**src/rtl/ascii_hex_pkg.sv**
```systemverilog
// Shared constants for the ASCII hex word parser: terminator codes,
// character classes and parser state encodings.
package ascii_hex_pkg;

  localparam logic [7:0] CH_LF    = 8'h0A;
  localparam logic [7:0] CH_CR    = 8'h0D;
  localparam logic [7:0] CH_SP    = 8'h20;
  localparam logic [7:0] CH_COMMA = 8'h2C;

  typedef enum logic [1:0] {
    CLS_DIGIT = 2'd0,
    CLS_TERM  = 2'd1,
    CLS_X     = 2'd2,
    CLS_INV   = 2'd3
  } char_cls_t;

  localparam logic [1:0] ST_IDLE    = 2'd0;
  localparam logic [1:0] ST_ACCUM   = 2'd1;
  localparam logic [1:0] ST_DISCARD = 2'd2;
  localparam logic [1:0] ST_HOLD    = 2'd3;

  function automatic logic is_term(input logic [7:0] ch);
    return (ch == CH_LF) || (ch == CH_CR) || (ch == CH_SP) || (ch == CH_COMMA);
  endfunction

endpackage

```
**src/rtl/ascii_hex_word_parser_char_class.sv**
```systemverilog
// Combinational ASCII classifier: maps one byte to a character class and,
// for hex digits, its 4-bit value.
module hex_char_class
  import ascii_hex_pkg::*;
#(
  parameter int LOWER_EN  = 1,
  parameter int PREFIX_EN = 1
) (
  input  logic [7:0] data,
  output char_cls_t  cls,
  output logic [3:0] nibble
);

  always_comb begin
    cls    = CLS_INV;
    nibble = 4'd0;
    if (data >= 8'h30 && data <= 8'h39) begin
      cls    = CLS_DIGIT;
      nibble = data[3:0];
    end else if (data >= 8'h41 && data <= 8'h46) begin
      // 'A'..'F' and 'a'..'f' both carry 1..6 in the low nibble
      cls    = CLS_DIGIT;
      nibble = data[3:0] + 4'd9;
    end else if (LOWER_EN != 0 && data >= 8'h61 && data <= 8'h66) begin
      cls    = CLS_DIGIT;
      nibble = data[3:0] + 4'd9;
    end else if (is_term(data)) begin
      cls = CLS_TERM;
    end else if (PREFIX_EN != 0 && (data == 8'h78 || data == 8'h58)) begin
      cls = CLS_X;
    end
  end

endmodule

```
**src/rtl/ascii_hex_word_parser.sv**
```systemverilog
// Streaming ASCII hex token parser: accumulates hex digits into a right-aligned
// word and emits it, with an error flag, when a terminator arrives.
module ascii_hex_word_parser
  import ascii_hex_pkg::*;
#(
  parameter int DIGITS    = 8,
  parameter int LOWER_EN  = 1,
  parameter int PREFIX_EN = 1
) (
  input  logic                         clk,
  input  logic                         rst_n,
  input  logic [7:0]                   rx_data,
  input  logic                         rx_valid,
  output logic                         rx_ready,
  output logic [4*DIGITS-1:0]          word,
  output logic                         word_err,
  output logic [$clog2(DIGITS+1)-1:0]  word_digits,
  output logic                         word_valid,
  input  logic                         word_ready
);

  localparam int W  = 4 * DIGITS;
  localparam int CW = $clog2(DIGITS + 1);
  localparam logic [CW-1:0] CNT_MAX = CW'(DIGITS);

  char_cls_t      cls;
  logic [3:0]     nibble;
  logic [1:0]     state;
  logic [W-1:0]   acc;
  logic [W-1:0]   acc_next;
  logic [CW-1:0]  cnt;
  logic           prefix_seen;
  logic           prefix_ok;
  logic           take;

  hex_char_class #(
    .LOWER_EN  (LOWER_EN),
    .PREFIX_EN (PREFIX_EN)
  ) u_class (
    .data   (rx_data),
    .cls    (cls),
    .nibble (nibble)
  );

  assign rx_ready = ~word_valid;
  assign take     = rx_valid && rx_ready;
  assign acc_next = (acc << 4) | W'(nibble);
  // A lone leading '0' is the only digit history that may turn into "0x"
  assign prefix_ok = (cnt == CW'(1)) && (acc == '0) && !prefix_seen;

  always_ff @(posedge clk or negedge rst_n) begin
    if (!rst_n) begin
      state       <= ST_IDLE;
      acc         <= '0;
      cnt         <= '0;
      prefix_seen <= 1'b0;
      word        <= '0;
      word_err    <= 1'b0;
      word_digits <= '0;
      word_valid  <= 1'b0;
    end else begin
      case (state)
        ST_IDLE: begin
          if (take) begin
            if (cls == CLS_DIGIT) begin
              acc   <= W'(nibble);
              cnt   <= CW'(1);
              state <= ST_ACCUM;
            end else if (cls != CLS_TERM) begin
              state <= ST_DISCARD;
            end
          end
        end
        ST_ACCUM: begin
          if (take) begin
            case (cls)
              CLS_DIGIT: begin
                if (cnt == CNT_MAX) begin
                  state <= ST_DISCARD;
                end else begin
                  acc <= acc_next;
                  cnt <= cnt + CW'(1);
                end
              end
              CLS_X: begin
                if (prefix_ok) begin
                  acc         <= '0;
                  cnt         <= '0;
                  prefix_seen <= 1'b1;
                end else begin
                  state <= ST_DISCARD;
                end
              end
              CLS_TERM: begin
                // cnt==0 here means a bare prefix; acc is already zero then
                word        <= acc;
                word_err    <= (cnt == '0);
                word_digits <= cnt;
                word_valid  <= 1'b1;
                state       <= ST_HOLD;
              end
              default: state <= ST_DISCARD;
            endcase
          end
        end
        ST_DISCARD: begin
          if (take && cls == CLS_TERM) begin
            word        <= '0;
            word_err    <= 1'b1;
            word_digits <= '0;
            word_valid  <= 1'b1;
            state       <= ST_HOLD;
          end
        end
        default: begin
          if (word_ready) begin
            word_valid  <= 1'b0;
            acc         <= '0;
            cnt         <= '0;
            prefix_seen <= 1'b0;
            state       <= ST_IDLE;
          end
        end
      endcase
    end
  end

endmodule

```
**config.mk**
```make
export PLATFORM = sky130hd
export DESIGN_NAME = ascii_hex_word_parser
export DESIGN_NICKNAME = d
export VERILOG_FILES = /design/src/rtl/ascii_hex_pkg.sv /design/src/rtl/ascii_hex_word_parser_char_class.sv /design/src/rtl/ascii_hex_word_parser.sv
export SDC_FILE = /design/constraint.sdc
export NUM_CORES = 1
export LEC_CHECK = 0
export ABC_AREA = 1
export CAP_MARGIN = 20
export CORE_MARGIN = 10
export CORE_UTILIZATION = 40
export CTS_BUF_LIST = sky130_fd_sc_hd__clkbuf_2
export CTS_CLUSTER_DIAMETER = 30
export CTS_CLUSTER_SIZE = 20
export DETAILED_ROUTE_END_ITERATION = 12
export PLACE_DENSITY = 0.7
export REMOVE_ABC_BUFFERS = 1
export SETUP_SLACK_MARGIN = 0.5
export SYNTH_ARGS = -nofsm -noshare
export SYNTH_HDL_FRONTEND = slang
export SYNTH_SLANG_ARGS = --single-unit
export TNS_END_PERCENT = 5
```
**constraint.sdc**
```tcl
create_clock -name clk -period 4.95 [get_ports clk]
set_clock_uncertainty 0.05 [all_clocks]
set_input_delay 0.99 -clock clk [delete_from_list [all_inputs] [get_ports clk]]
set_output_delay 0.99 -clock clk [all_outputs]
set_load 0.02 [all_outputs]
```
==> out/results.ini <==
[global_route]
grt.total_usage_pct=13.4
grt-ovfl-total=0
grt_start_max_net_pins=78
grt_pass1_wl_mm=16.6
grt_pass1_vias=3532
antenna_found_initial=0

[cells_and_area]
n_fill_cell=1022
area_delta_synth_final_pct=16.2
antenna_cells=0
drive_above_1_share_pct=6.00
nNetsFinal=602

[setup_path]
slowest_delay_ps=580
r2r-start=state[1]$_DFFE_PN0P_
worstPathRequired_ps=5340
end_kind=flop
cp_max_fo=37
crit_top_cell=nand2_1
critPathKind=in -> reg
critPathSlowestCell=clkdlybuf4s50_1
critPathLaunchType=input port
path_cells=clkdlybuf4s50_1 -> inv_1 -> ha_1 -> nor2_1 -> nand2_1 -> nand3_2 -> nand2_2 -> a21oi_4 -> buf_4 -> nand3_4 -> nand2_1 -> nand2_1
crit_start=rx_data[0]
cp.arrival_ps=3540

[die]
io_pins=51
die_y_um=122
die_area_mm2=0.0148
start_util_pct=40.5
core_area_mm2=0.0102
rows=37
die_w_um=122

[clocking]
cts_sinks=77
cts-root-buf=clkbuf_2
cts_buffer_depth=2
insertion_delay_ps=540
cts_hold_buf=0
cts_buffers=9
cts_tree=done
path_clk_slew_ps=210
cts_resized=0
cts_setup_buffers=0
h-tree-depth=3

[power_and_ir_drop]
swShare_pct=45.6
power_mw=1.76
intPower_uw=957
p_comb_share_pct=40.4
worst_ir_drop_vdd_v=0.000224
p_clk_share_pct=19.2
seqPwrFrac_pct=40.3
p_leak_nw=2.42
p_sw_uw=801
power.density_mw_per_mm2=365

[yosys]
synthTopCellsByCount=nand2_1 (149), dfrtp_1 (77), nor2_1 (64), inv_1 (50), nand3_1 (50)
seq_area_frac_synth_pct=46.5
synth_warnings=0
async_reset_ff_share_pct=100
synth.area.top_cells=dfrtp_1 (46%), nand2_1 (13%), nand3_1 (6.0%)
synth-edff-count=0
synth_top_cell_area_share_pct=46.5
netlist_area_mm2=0.00414
yosys_most_used_dff=dfrtp_1
synth_seq_cells=77
synth_cell_type_count=28
syn-mean-instance-area_um2=7.65
yosysMostFrequentCell=nand2_1
synth_top_area_cell=dfrtp_1
netlist_instances=542

[worst_hold_path]
hp-start=prefix_seen$_DFFE_PN0P_
hold_path.class=reg -> reg

[sta]
relSlewSlack_pct=35.9
clock.fmax_ghz=0.317
fin_ws_ps=1800
fin_crit_ps=3150
setup_viol=0
finalHoldViolations=0
tns_ps=0
rsz0062_at_grt=no
whs_ps=466
tightest_slew_ps=962
slew_viol_final=0
post-route-period-util_pct=63.6

[detailed_routing]
routed_via_density=5.04
vias=3621
ant_nets=0
avgRoutedWirePerCell_um=13.4
remaining_drc_errors=0
initialDrtViolationCount=220
drtPass1Iterations=4
drt-total-wl_mm=9.61

[outcome]
status=completed

[placed_design]
portBuffers=50
pre_cts_ws_ps=1270
dp_hpwl_mm=6.47
gp_congestion=0.894

[flow_run]
max_cap_violations=0

## cells by family after synthesis
| family | synth area share [%] |
|---|---|
| and+or+nand+nor | 33.9 |
| buffers and inverters | 8.67 |
| DFF | 46.5 |
| AOI/OAI and AO/OA | 6.64 |
| adders and majority gates | 3.62 |
| xor gates and xnor gates | 0.423 |
| muxes | 0.242 |
## layer usage
layer / global-route usage [%] / routed length [µm]
met5: 0 / 0
met4: 4.55 / 182
met3: 3.42 / 479
met2: 22.2 / 4570
met1: 16.5 / 4380
## registers in the layout, indices dropped and copies added (netlist names)
name / cells
word: 32
cnt: 4
prefix_seen: 1
acc: 32
word_err: 1
state: 2
word_digits: 4
word_valid: 1
## final timing paths
path / end / slack, ps / cells past startpoint
max: acc[10]$_DFFE_PN0P_ / 1800 / 12
min: prefix_seen$_DFFE_PN0P_ / 470 / 2
max reg2reg: acc[10]$_DFFE_PN0P_ / 2330 / 9
min reg2reg: prefix_seen$_DFFE_PN0P_ / 470 / 2
max in group asynchronous: word[24]$_DFFE_PN0P_ / 3710 / 1
min in group asynchronous: word[22]$_DFFE_PN0P_ / 530 / 1
## worst max-delay path, delay by kind of cell
kind	cells	cell delay, ps
simple gates	7	1080
buf+inv	3	1070
fa+ha+maj	1	230
compound gates	1	130
## power by group through the flow
stage          clock network (mW)  logic, mW  registers, mW
2_1_floorplan                   0      0.457          0.718
3_3_place_gp                    0      0.692          0.719
3_5_place_dp                    0      0.710          0.721
4_1_cts                     0.350      0.711          0.709
5_1_grt                     0.372      0.798          0.716
6_report                    0.338      0.711          0.709
## metrics by stage
step                util, %  std cells  area [µm²]
detailed placement     46.0        703        4710
floorplan                 -        510        3980
finish                 47.1        719        4820
CTS                    47.1        719        4820
global route           47.1        719        4820
global placement       46.0        703        4710
## layout by cell type, fill, tap and decap left out, types with 3 or more instances in the layout
cell type,instances
clkdlybuf4s50_1,49
a21oi_1,7
nand3b_1,3
nand3_1,50
inv_1,50
buf_4,8
dfrtp_1,77
nand2_1,149
nand4_1,39
o21ai_0,42
nor2_1,62
clkbuf_2,9
ha_1,12
## cell type report
| type | count | area, µm² | area share, % |
|---|---|---|---|
| clock buffers | 9 | 45.0 | 0.935 |
| clock inverters | 7 | 66.3 | 1.38 |
| inverters | 52 | 195 | 4.05 |
| multi-input cells | 381 | 1860 | 38.7 |
| flip-flops and latches | 77 | 1930 | 40.0 |
| well taps | 136 | 170 | 3.53 |
| repair buffers | 57 | 551 | 11.4 |
Power figures use the tool's default switching activity.
